File: config.mk
export PLATFORM = sky130hd
export DESIGN_NAME = lsu_mem_ctrl_flat
export DESIGN_NICKNAME = d
export VERILOG_FILES = /design/src/rtl/lsu_pkg.sv /design/src/rtl/lsu_mem_ctrl_if.sv /design/src/rtl/lsu_load_extend.sv /design/src/rtl/lsu_mem_ctrl.sv /design/src/flat_wrapper.sv
export SDC_FILE = /design/constraint.sdc
export NUM_CORES = 1
export LEC_CHECK = 0
export ABC_CLOCK_PERIOD_IN_PS = 3800
export BUFFER_PORTS_ARGS = -buffer_cell sky130_fd_sc_hd__buf_2
export CAP_MARGIN = 30
export CORE_MARGIN = 5
export CORE_UTILIZATION = 57
export CTS_CLUSTER_DIAMETER = 60
export DETAILED_ROUTE_END_ITERATION = 8
export GPL_ROUTABILITY_DRIVEN = 0
export PLACE_DENSITY = 0.83
export SLEW_MARGIN = 30
export SYNTH_ARGS = -nofsm -noshare
export SYNTH_HDL_FRONTEND = slang
export SYNTH_HIERARCHICAL = 1
export SYNTH_SLANG_ARGS = --single-unit
File: constraint.sdc
create_clock -name clk -period 3.8 [get_ports clk]
set_input_delay 1.14 -clock clk [delete_from_list [all_inputs] [get_ports clk]]
set_output_delay 1.14 -clock clk [all_outputs]
set_load 0.05 [all_outputs]
File: src/rtl/lsu_pkg.sv
// Shared types and helpers for the load/store unit: funct3 codes, FSM states,
// latched request record and size decoding.
package lsu_pkg;

    localparam logic [2:0] F3_B  = 3'b000;
    localparam logic [2:0] F3_H  = 3'b001;
    localparam logic [2:0] F3_W  = 3'b010;
    localparam logic [2:0] F3_BU = 3'b100;
    localparam logic [2:0] F3_HU = 3'b101;

    typedef enum logic [1:0] {
        IDLE = 2'd0,
        ACC0 = 2'd1,
        ACC1 = 2'd2,
        RESP = 2'd3
    } lsu_state_t;

    typedef struct packed {
        logic        we;
        logic [2:0]  funct3;
        logic [1:0]  off;
        logic [7:0]  m8;      // byte lanes across the two touched words
        logic [31:0] wdata;
    } lsu_req_t;

    function automatic logic [3:0] size_mask(input logic [2:0] f3);
        case (f3[1:0])
            2'b00:   return 4'h1;
            2'b01:   return 4'h3;
            default: return 4'hF;
        endcase
    endfunction

    // 1 -> 1 byte, 3 -> 2 bytes, F -> 4 bytes
    function automatic logic [2:0] size_bytes(input logic [3:0] m);
        return {m[2], m[1] & ~m[2], m[0] & ~m[1]};
    endfunction

    function automatic logic f3_legal(input logic we, input logic [2:0] f3);
        if (we)
            return (f3 == F3_B) || (f3 == F3_H) || (f3 == F3_W);
        return (f3 == F3_B) || (f3 == F3_H) || (f3 == F3_W) ||
               (f3 == F3_BU) || (f3 == F3_HU);
    endfunction

endpackage

File: src/rtl/lsu_mem_ctrl_if.sv
// Request/response and memory-side bus of the load/store unit.
// slave is the LSU view; master is the execute stage plus memory environment.
interface lsu_mem_ctrl_if #(parameter int AW = 32);
    logic          req_valid;
    logic          req_ready;
    logic          req_we;
    logic [2:0]    req_funct3;
    logic [AW-1:0] req_addr;
    logic [31:0]   req_wdata;
    logic          rsp_valid;
    logic [31:0]   rsp_rdata;
    logic          rsp_err;
    logic [31:0]   mem_wr_addr;
    logic [31:0]   mem_wr_data;
    logic [3:0]    mem_wr_en;
    logic [31:0]   mem_rd_addr;
    logic [31:0]   mem_rd_data;

    modport slave (
        input  req_valid, req_we, req_funct3, req_addr, req_wdata, mem_rd_data,
        output req_ready, rsp_valid, rsp_rdata, rsp_err,
               mem_wr_addr, mem_wr_data, mem_wr_en, mem_rd_addr
    );

    modport master (
        output req_valid, req_we, req_funct3, req_addr, req_wdata, mem_rd_data,
        input  req_ready, rsp_valid, rsp_rdata, rsp_err,
               mem_wr_addr, mem_wr_data, mem_wr_en, mem_rd_addr
    );
endinterface

File: src/rtl/lsu_load_extend.sv
// Sizes right-justified raw load data and applies sign or zero extension.
module lsu_load_extend
    import lsu_pkg::*;
(
    input  logic [31:0] i_raw,
    input  logic [2:0]  i_funct3,
    output logic [31:0] o_rdata
);
    always_comb begin
        o_rdata = i_raw;
        case (i_funct3)
            F3_B:    o_rdata = {{24{i_raw[7]}}, i_raw[7:0]};
            F3_H:    o_rdata = {{16{i_raw[15]}}, i_raw[15:0]};
            F3_BU:   o_rdata = {24'h0, i_raw[7:0]};
            F3_HU:   o_rdata = {16'h0, i_raw[15:0]};
            default: o_rdata = i_raw;
        endcase
    end
endmodule

File: src/rtl/lsu_mem_ctrl.sv
// Load/store unit in front of a byte-enabled data memory. Word-crossing
// accesses are split into two memory cycles (ACC0 then ACC1).
module lsu_mem_ctrl
    import lsu_pkg::*;
#(
    parameter int MEM_BYTES = 128,
    parameter int AW        = 32
) (
    input  logic          clk,
    input  logic          rst_n,
    lsu_mem_ctrl_if.slave bus
);
    lsu_state_t    r_state;
    lsu_req_t      r_req;
    logic [AW-3:0] r_waddr;
    logic [31:0]   r_raw;
    logic          r_rsp_valid;
    logic          r_rsp_err;
    logic [31:0]   r_rsp_rdata;

    logic [3:0]    w_m;
    logic [7:0]    w_m8;
    logic [AW:0]   w_last;
    logic          w_bad;
    logic [31:0]   w_word0;
    logic [31:0]   w_word1;
    logic [4:0]    w_sh0;
    logic [5:0]    w_sh1;
    logic [31:0]   w_raw_nxt;
    logic [31:0]   w_ext;
    logic [31:0]   w_wr_addr;
    logic [31:0]   w_wr_data;
    logic [3:0]    w_wr_en;
    logic [31:0]   w_rd_addr;

    // Request decode, only meaningful in IDLE
    assign w_m    = size_mask(bus.req_funct3);
    assign w_m8   = {4'h0, w_m} << bus.req_addr[1:0];
    // One extra bit so an address near the top of the space cannot wrap
    assign w_last = {1'b0, bus.req_addr} + (AW+1)'(size_bytes(w_m)) - (AW+1)'(1);
    assign w_bad  = !f3_legal(bus.req_we, bus.req_funct3) ||
                    (w_last >= (AW+1)'(MEM_BYTES));

    assign w_word0 = 32'({r_waddr, 2'b00});
    assign w_word1 = w_word0 + 32'd4;
    assign w_sh0   = {r_req.off, 3'b000};
    assign w_sh1   = 6'd32 - {1'b0, r_req.off, 3'b000};

    // Memory side is decoded from state so reset kills writes immediately
    always_comb begin
        w_wr_addr = '0;
        w_wr_data = '0;
        w_wr_en   = '0;
        w_rd_addr = '0;
        w_raw_nxt = r_raw;
        case (r_state)
            ACC0: begin
                w_wr_addr = w_word0;
                w_rd_addr = w_word0;
                w_raw_nxt = bus.mem_rd_data >> w_sh0;
                if (r_req.we) begin
                    w_wr_en   = r_req.m8[3:0];
                    w_wr_data = r_req.wdata << w_sh0;
                end
            end
            ACC1: begin
                w_wr_addr = w_word1;
                w_rd_addr = w_word1;
                w_raw_nxt = r_raw | (bus.mem_rd_data << w_sh1);
                if (r_req.we) begin
                    w_wr_en   = r_req.m8[7:4];
                    w_wr_data = r_req.wdata >> w_sh1;
                end
            end
            default: ;
        endcase
    end

    lsu_load_extend u_ext (
        .i_raw    (w_raw_nxt),
        .i_funct3 (r_req.funct3),
        .o_rdata  (w_ext)
    );

    always_ff @(posedge clk or negedge rst_n) begin
        if (!rst_n) begin
            r_state     <= IDLE;
            r_req       <= '0;
            r_waddr     <= '0;
            r_raw       <= '0;
            r_rsp_valid <= 1'b0;
            r_rsp_err   <= 1'b0;
            r_rsp_rdata <= '0;
        end else begin
            r_rsp_valid <= 1'b0;
            r_rsp_err   <= 1'b0;
            r_rsp_rdata <= '0;
            case (r_state)
                IDLE: begin
                    r_raw <= '0;
                    if (bus.req_valid) begin
                        r_req.we     <= bus.req_we;
                        r_req.funct3 <= bus.req_funct3;
                        r_req.off    <= bus.req_addr[1:0];
                        r_req.m8     <= w_m8;
                        r_req.wdata  <= bus.req_wdata;
                        r_waddr      <= bus.req_addr[AW-1:2];
                        if (w_bad) begin
                            r_state     <= RESP;
                            r_rsp_valid <= 1'b1;
                            r_rsp_err   <= 1'b1;
                        end else begin
                            r_state <= ACC0;
                        end
                    end
                end
                ACC0: begin
                    r_raw <= w_raw_nxt;
                    if (r_req.m8[7:4] != 4'h0) begin
                        r_state <= ACC1;
                    end else begin
                        r_state     <= RESP;
                        r_rsp_valid <= 1'b1;
                        r_rsp_rdata <= r_req.we ? 32'h0 : w_ext;
                    end
                end
                ACC1: begin
                    r_raw       <= w_raw_nxt;
                    r_state     <= RESP;
                    r_rsp_valid <= 1'b1;
                    r_rsp_rdata <= r_req.we ? 32'h0 : w_ext;
                end
                default: r_state <= IDLE;
            endcase
        end
    end

    assign bus.req_ready   = (r_state == IDLE);
    assign bus.rsp_valid   = r_rsp_valid;
    assign bus.rsp_err     = r_rsp_err;
    assign bus.rsp_rdata   = r_rsp_rdata;
    assign bus.mem_wr_addr = w_wr_addr;
    assign bus.mem_wr_data = w_wr_data;
    assign bus.mem_wr_en   = w_wr_en;
    assign bus.mem_rd_addr = w_rd_addr;
endmodule

File: src/flat_wrapper.sv
// flat-port wrapper written by rule: the top's interface ports become plain ports
module lsu_mem_ctrl_flat import lsu_pkg::*;
#(
    parameter int MEM_BYTES = 128,
    parameter int AW        = 32
)
  (clk, rst_n, bus_req_valid, bus_req_we, bus_req_funct3, bus_req_addr, bus_req_wdata, bus_mem_rd_data, bus_req_ready, bus_rsp_valid, bus_rsp_rdata, bus_rsp_err, bus_mem_wr_addr, bus_mem_wr_data, bus_mem_wr_en, bus_mem_rd_addr);
  lsu_mem_ctrl_if #(.AW(AW)) bus_i ();
  input  logic clk;
  input  logic rst_n;
  input wire logic [$bits(bus_i.req_valid)-1:0] bus_req_valid;
  input wire logic [$bits(bus_i.req_we)-1:0] bus_req_we;
  input wire logic [$bits(bus_i.req_funct3)-1:0] bus_req_funct3;
  input wire logic [$bits(bus_i.req_addr)-1:0] bus_req_addr;
  input wire logic [$bits(bus_i.req_wdata)-1:0] bus_req_wdata;
  input wire logic [$bits(bus_i.mem_rd_data)-1:0] bus_mem_rd_data;
  output wire logic [$bits(bus_i.req_ready)-1:0] bus_req_ready;
  output wire logic [$bits(bus_i.rsp_valid)-1:0] bus_rsp_valid;
  output wire logic [$bits(bus_i.rsp_rdata)-1:0] bus_rsp_rdata;
  output wire logic [$bits(bus_i.rsp_err)-1:0] bus_rsp_err;
  output wire logic [$bits(bus_i.mem_wr_addr)-1:0] bus_mem_wr_addr;
  output wire logic [$bits(bus_i.mem_wr_data)-1:0] bus_mem_wr_data;
  output wire logic [$bits(bus_i.mem_wr_en)-1:0] bus_mem_wr_en;
  output wire logic [$bits(bus_i.mem_rd_addr)-1:0] bus_mem_rd_addr;
  assign bus_i.req_valid = bus_req_valid;
  assign bus_i.req_we = bus_req_we;
  assign bus_i.req_funct3 = bus_req_funct3;
  assign bus_i.req_addr = bus_req_addr;
  assign bus_i.req_wdata = bus_req_wdata;
  assign bus_i.mem_rd_data = bus_mem_rd_data;
  assign bus_req_ready = bus_i.req_ready;
  assign bus_rsp_valid = bus_i.rsp_valid;
  assign bus_rsp_rdata = bus_i.rsp_rdata;
  assign bus_rsp_err = bus_i.rsp_err;
  assign bus_mem_wr_addr = bus_i.mem_wr_addr;
  assign bus_mem_wr_data = bus_i.mem_wr_data;
  assign bus_mem_wr_en = bus_i.mem_wr_en;
  assign bus_mem_rd_addr = bus_i.mem_rd_addr;
  lsu_mem_ctrl #(.MEM_BYTES(MEM_BYTES), .AW(AW)) u_core (.clk(clk), .rst_n(rst_n), .bus(bus_i));
endmodule
== Word level (Yosys, flattened, before mapping) ==
Index checks and enable logic that the tools add are counted.
Word-level totals
  word-level logic and storage cells: 77
  register bits after elaboration: 144
  output and inout port bits: 135
  bits of input ports: 103
Cells by class
  equal/unequal tests: 11
  add/sub/neg operators: 4
  bitwise logic cells: 5
  $lt $le $gt $ge: 1
  reductions and logical operators: 14
  multiplexer cells: 26
  shift-type cells: 5
Operator list (number)
  $pmux W32 S2: 4
  $mux W32: 5
  $pmux W32 S4: 1
  $add A32 B3 Y33: 1
  $ge A33 B8 Y1 const B: 1
  $sub A33 B1 Y33 const B: 1
  $add A32 B3 Y32 const B: 1
  $or A32 B32 Y32: 1
  $shl A32 B5 Y32: 1
  $shl A32 B6 Y32: 1
  $shr A32 B5 Y32: 1
  $shr A32 B6 Y32: 1
  $pmux W4 S2: 2
  $eq A3 B3 Y1 const B: 4
  $mux W1: 8
  $mux W4: 2
  $shl A4 B2 Y8: 1
  $eq A3 B1 Y1 const B: 2
  $logic_not A3 Y1: 2
  $pmux W2 S3: 1
  $sub A6 B5 Y6 const A: 1
  $logic_or A1 B1 Y1: 5
  $eq A2 B1 Y1 const B: 2
  $logic_not A2 Y1: 2
  12 further kinds: 15

== Longest topological paths before layout ==
Gate-level depths: netlist (run 1).
  word-level depth: 11
  gate-level depth with buffers: 17

== Hierarchy ==
The synthesis (run 1) kept the hierarchy.
By module, submodules not included
  lsu_mem_ctrl: times used 1, cells an instance 1418, area each 11189.5 µm², seq. area each 3578.4 µm²
  lsu_load_extend: times used 1, cells an instance 67, area each 355.3 µm², seq. area each 0.0 µm²

== Least setup slack after synthesis (run 1) ==
Ideal clock, no wire load.
  path kind: register to output
  from: register u_core.r_waddr[11]
  to: output bus_mem_wr_addr[28]
  data arrival time: 3.508 ns
  setup slack: -0.848 ns
  path buffers: 2
  stages on the path, launching flop included: 10
  cell sequence: dfrtp_1 > clkbuf_1 > nand3_1 > nor4_2 > and4_1 > and3_1 > and3_1 > nand3_1 > o31ai_1 > buf_4
On the way
  longest elaborated chain between the ends: 2
RTL lines
  from (decl): RTL line lsu_mem_ctrl.sv:15  | logic [AW-3:0] r_waddr;
  from (signal assigned): RTL line lsu_mem_ctrl.sv:107  | r_waddr <= bus.req_addr[AW-1:2];
  $add A32 B3 Y32: RTL line lsu_mem_ctrl.sv:45  | assign w_word1 = w_word0 + 32'd4;
  $pmux W32 S2
  to (decl): RTL line flat_wrapper.sv:21  | output wire logic [$bits(bus_i.mem_wr_addr)-1:0] bus_mem_wr_addr;
No other way between the ends.

== Final worst setup path (run 1) ==
  from: register u_core.r_waddr[1]
  to: output bus_mem_wr_addr[29]
On the way
  longest elaborated chain between the ends: 2
RTL lines
  $add A32 B3 Y32: RTL line lsu_mem_ctrl.sv:45
  $pmux W32 S2: RTL line lsu_mem_ctrl.sv:56  | case (r_state)
No other way between the ends.

==> results of run 1 <==
-- report_power, final --
group | switching, mW | internal, mW
sequential | 0.594 | 2.10
combinational | 5.31 | 2.65
clock | 0.717 | 0.871
-- routing by layer --
metal / routed length, um / part of all wire / GRT usage / vias to the layer above
li1: - / - / - / 5740
met1: 15100 / 0.40 / 0.414 / 5896
met2: 17200 / 0.46 / 0.487 / 765
met3: 3440 / 0.092 / 0.0480 / 185
met4: 1650 / 0.044 / 0.140 / 2
met5: 13 / 0.00035 / 0 / -
-- timing repair --
action	4_1_cts	5_1_grt
buffers inserted	9	10
resized for setup	45	50
endpoints found under the setup margin	16	35
pin swaps	17	25
-- worst max-delay path, delay by kind of cell (launching register included) --
family,cells,cell delay [ns]
AOI/OAI and AO/OA,1,0.22
xor gates and xnor gates,1,0.17
and+or+nand+nor,8,1.44
DFF,1,0.40
buffers and inverters,1,0.20
-- cells by family after synthesis --
family / count (synthesis) / synth area share
AND/OR/NAND/NOR: 500 / 0.206
adder cells (fa/ha/maj): 42 / 0.0462
XOR/XNOR: 9 / 0.00683
buffers and inverters: 213 / 0.0864
other: 1 / 0.000325
flip-flops: 143 / 0.310
multiplexers: 74 / 0.0696
AO/OA/AOI/OAI: 503 / 0.275
-- path summary, 6_finish.rpt --
check | cells past startpoint | to | slack [ns] | from
setup / recovery | 11 | bus_mem_wr_addr[29] | -0.18 | u_core/r_waddr[1]
hold / removal | 1 | u_core/r_req[34] | 0.49 | u_core/r_req[34]
setup reg to reg | 9 | u_core/bus.rsp_rdata[18] | 0.42 | u_core/r_state[1]
hold reg to reg | 1 | u_core/r_req[34] | 0.49 | u_core/r_req[34]
max in group asynchronous | 2 | u_core/r_raw[22] | 2.17 | rst_n
min in group asynchronous | 1 | u_core/r_raw[5] | 0.78 | rst_n
-- state kept, by name, indices dropped and copies added, names as in the netlist --
signal,count
u_core/bus.rsp_err,1
u_core/bus.rsp_rdata,32
u_core/bus.rsp_valid,1
u_core/r_raw,32
u_core/r_req,45
u_core/r_state,2
u_core/r_waddr,30
-- area by class of cell --
type / instances / area, um2
clock buffers: 18 / 439
clock inverters: 14 / 120
fillers: 1564 / 5730
inverters: 66 / 250
multi-input cells: 1132 / 7360
flip-flops and latches: 143 / 3580
well taps: 270 / 338
repair buffers: 356 / 2280
-- per-stage QoR --
stage | TNS [ns] | std cells | cell area [um2]
after floorplan | -2.47 | 1488 | 11800
after global placement | -0.908 | 1948 | 13300
after detailed placement | -1.14 | 1948 | 13300
after CTS | -1.54 | 1989 | 14100
after global routing | -3.02 | 1999 | 14400
final | -1.27 | 1999 | 14400
-- cell usage in the layout (no fill, tap or decap), types with 46 or more instances in the layout --
cell type,synthesis,routed
buf_2,4,209
nand2_1,211,203
o21ai_0,179,160
dfrtp_1,143,142
buf_4,43,120
a21oi_1,105,94
nor2_1,86,81
inv_1,66,60
a22o_1,53,53
mux2_2,46,46
==> run metrics, run 1 <==
status=complete, but fails checks; failing checks=setup timing; top post-synthesis cells by area=dfrtp_1, o21ai_0, nand2_1, a21oi_1, mux2_2; die height=152 um; layout cells sized above 1=0.302; LEAKAGE=6.72 nW; clock buffer depth=2; Max Cap Viol=0; Setup Skew=0.0114 ns; Cell Area, Synth=0.0115 mm2; Mapped Cells=~1500; Yosys cell types=72; post-layout minimum cycle time=3.98 ns; final setup violation count=12; GRT Overall Usage=0.307; RSZ-0062 raised after global routing=true; VDD IR max=just over 0.5 mV; Pwr Total=about 12 mW; row count=52; crit path max-delay cell type=dfrtp_1; CTS clk-pin slew, worst paths=0.06 ns; Post-Place Worst Slack=-0.394 ns; Arrival @ worst endpoint=2.84 ns; Num CTS Buffers=17; max-slew violations=0; DIE WIDTH=152 um; CTS tree=done; top-count cell post-synth=nand2_1; hpwl dp=27000 um; port bufs=233; Hold WC Path Type=flip-flop to flip-flop; Synth area leader=dfrtp_1; final wirelength=between 30000 and 40000 um; n_diodes=0; worst slew pin tran=0.840 ns; number of flops mapped to enable cells by yosys=0; initial core utilization=0.574; vias in the first global route=11879; CTS Hold Bufs=0; DR DRC count=0; die area=0.0232 mm2; Worst EP required=2.66 ns; CP Launch Type=flip-flop; crit path cell chain=and3_4 -> and3_4 -> nand3_4 -> nor3_4 -> nand3_2 -> nor4_4 -> and3_4 -> nand3_2 -> xor2_1 -> o21ai_2 -> buf_6; Yosys reg bits=143; WL/cell=18.7 um; DRT iter0 DRCs=~1300; sequential fraction of the synthesis area=0.310; antenna violations before repair=1; routed vias/inst=6.30; hold slack=0.490 ns; crit path capture type=output pin; Max Freq=about 250 MHz; synthesis-to-layout area growth=24.5%; Hold Fails Final Rpt=0; Core Area=0.0201 mm2; first-pass GRT wire length=59600 um; via count=12588; Syn Area/Cell=between 7 and 8 um2; clk_lat worst skew=0.43 ns; Clock Sink Count=~140; yosys synthesis warning count=6; CP Max Fanout=4; Synth top cells by count=nand2_1, o21ai_0, dfrtp_1; crit-path most repeated cell=and3_4; CTS root buffer=clkbuf_16; slowest stage delay, CP=0.40 ns; Final Cycle Share=1.05; Worst Setup Path Type=flip-flop to output pin; pin count of the biggest net entering global routing=124; Power Density=852 mW/mm2; H-tree depth=4; ys flop type=dfrtp_1; DR pass1 iterations=8; Yosys top cell area share=0.310; final design utilization=0.715; Worst slew margin=0.440; GR Overflow Total=0; final worst slack=-0.182 ns; I/O pins=roughly 240; Post-synth ARST share=1.00; antenna viol nets, final=0; Final #Nets=roughly 1900
Note: power is estimated with default switching activity, not from simulation.
==> run 2, diff against run 1 <==
--- a/config.mk
+++ b/config.mk
@@ -13,6 +13,7 @@
 export CTS_CLUSTER_DIAMETER = 60
 export DETAILED_ROUTE_END_ITERATION = 8
 export GPL_ROUTABILITY_DRIVEN = 0
+export MAX_ROUTING_LAYER = met4
 export PLACE_DENSITY = 0.83
 export SLEW_MARGIN = 30
 export SYNTH_ARGS = -nofsm -noshare
==> run 2 against run 1 <==
The flow still finishes with violations (setup timing). Cell count unchanged. First-iteration DRC count is 1.9% lower. Non-clock buffer count decreased by 1. Final area is essentially flat. Setup slack gained 0.016 ns. Core utilization hardly changed. Sequential power barely moved. Flip-flop and latch count is the same. Die area is the same.
==> run metrics, run 2 (synthesis results as in run 1) <==
CP Max Fanout=4 (unchanged); CTS tree=done; I/O pins=238 (unchanged); Arrival @ worst endpoint=2.83 ns (about the same); Pwr Total=12.2 mW (-0.13%); Setup TNS=-1.31 ns (-0.0336 ns); Core Area=0.0201 mm2 (unchanged); DRT iter0 DRCs=1314 (-1.9%); WL/cell=18.7 um (about the same); antenna viol nets, final=0 (unchanged); Max Freq=252 MHz (+0.39%); GRT Overall Usage=0.316 (+0.00944); Max Cap Viol=0 (unchanged); final worst slack=-0.166 ns (+0.0155 ns); initial core utilization=0.574 (unchanged); antenna violations before repair=1 (unchanged); worst slew pin tran=0.855 ns (+0.0142 ns); Largest Register=u_core/r_req; pin count of the biggest net entering global routing=124 (unchanged); DR DRC count=0 (unchanged); die height=152 um (unchanged); port bufs=233 (unchanged); final std cells w/o fill=1999 (unchanged); LEAKAGE=6.71 nW (about the same); crit path capture type=output pin; slowest stage delay, CP=0.40 ns (about the same); final setup violation count=12 (unchanged); hpwl dp=27000 um (unchanged); Post-Place Worst Slack=-0.394 ns (unchanged); layout cells sized above 1=0.302 (-0.000404); Hold WC Path Type=flip-flop to flip-flop; post-layout minimum cycle time=3.97 ns (-0.0155 ns); status=complete, but fails checks; final wirelength=37400 um (about the same); hold slack=0.487 ns (-0.00375 ns); die area=0.0232 mm2 (unchanged); routed vias/inst=6.29 (-0.17%); CTS clk-pin slew, worst paths=0.06 ns (about the same); Clock Sink Count=143 (unchanged); Worst EP required=2.66 ns (about the same); most frequent cells in the layout=buf_2, nand2_1, o21ai_0; Final Cycle Share=1.04 (-0.00408); Worst slew margin=0.430 (-0.00945); vias in the first global route=11890 (+0.093%); failing checks=setup timing; DIE WIDTH=152 um (unchanged); row count=52 (unchanged); CTS root buffer=clkbuf_16; DR pass1 iterations=6 (-2); Setup Skew=0.00930 ns (-0.00209 ns); H-tree depth=4 (unchanged); clock buffer depth=2 (unchanged); CP Launch Type=flip-flop; Power Density=851 mW/mm2 (about the same); max-slew violations=0 (unchanged); CTS Hold Bufs=0 (unchanged); via count=12567 (-0.17%); clk_lat worst skew=0.43 ns (about the same); placed cell count=1948 (unchanged); Filler cells=1565 (+0.064%); crit path max-delay cell type=dfrtp_1; max reg flops=45 (unchanged); GR Overflow Total=0 (unchanged); most common cell after layout, fill and taps aside=buf_2; Num CTS Buffers=17 (unchanged); Worst Setup Path Type=flip-flop to output pin; Final #Nets=1860 (-0.054%); VDD IR max=0.513 mV (+0.54%); RSZ-0062 raised after global routing=true; WHS Path Cells=1 (unchanged); crit-path most repeated cell=and3_4; synthesis-to-layout area growth=24.4% (about the same); FF-to-FF path depth=9 (unchanged); first-pass GRT wire length=59500 um (about the same); crit path cell chain=and3_4 -> and3_4 -> nand3_4 -> nor3_4 -> nand3_2 -> nor4_4 -> and3_4 -> nand3_2 -> xor2_1 -> o21ai_2 -> buf_6; Hold Fails Final Rpt=0 (unchanged)
==> run 2: changes by cell type in the layout (fill, tap and decap cells not counted) <==
cell	change
diode_2	+1
buf_6	-1
==> run 2: metal layers <==
metal | GRT usage | vias up | share of wire
met5 | - | - | 0
met4 | 0.137 | 0 | 0.043
met3 | 0.0469 | 157 | 0.095
met2 | 0.488 | 798 | 0.46
met1 | 0.416 | 5876 | 0.40
li1 | - | 5736 | -
==> run 2: repair_timing <==
item | in CTS | in global routing
setup endpoints to repair | 16 | 35
setup buffers | 9 | 10
gates resized for setup | 45 | 49
pin swaps | 17 | 25
==> run 2: critical path, delay by kind of cell, from the launching register on <==
kind	cells	cell delay (ns)
AOI/OAI and AO/OA	1	0.22
xor gates and xnor gates	1	0.17
buffers and inverters	1	0.20
DFF	1	0.40
and+or+nand+nor	8	1.43
==> run 2: per-stage QoR <==
stage	cell area, um2	utilization
after floorplan	11800	-
after global placement	13300	0.663
after detailed placement	13300	0.663
after CTS	14100	0.703
after global routing	14400	0.715
final	14400	0.715
==> run 2: layout make-up <==
class	instances	area, um2	area share
Multi-Input combinational cell	1132	7360	0.513
Sequential cell	143	3580	0.249
Timing Repair Buffer	355	2270	0.158
Clock buffer	18	439	0.0306
Tap cell	270	338	0.0235
Inverter	66	250	0.0174
Clock inverter	14	120	0.00836
Antenna cell	1	2.50	0.000174
==> run 2: worst paths after layout <==
kind | slack (ns) | to | startpoint
worst max-delay path | -0.17 | bus_mem_wr_addr[29] | u_core/r_waddr[0]
worst min-delay path | 0.49 | u_core/r_req[34] | u_core/r_req[34]
worst max register to register | 0.47 | u_core/bus.rsp_rdata[18] | u_core/r_state[1]
worst min register to register | 0.49 | u_core/r_req[34] | u_core/r_req[34]
max in group asynchronous | 2.19 | u_core/r_raw[30] | rst_n
min in group asynchronous | 0.78 | u_core/r_raw[5] | rst_n
==> run 2: report_power, final <==
part | internal [mW] | switching [mW] | total [mW]
clock network | 0.870 | 0.720 | 1.59
registers | 2.10 | 0.594 | 2.69
logic | 2.65 | 5.29 | 7.94
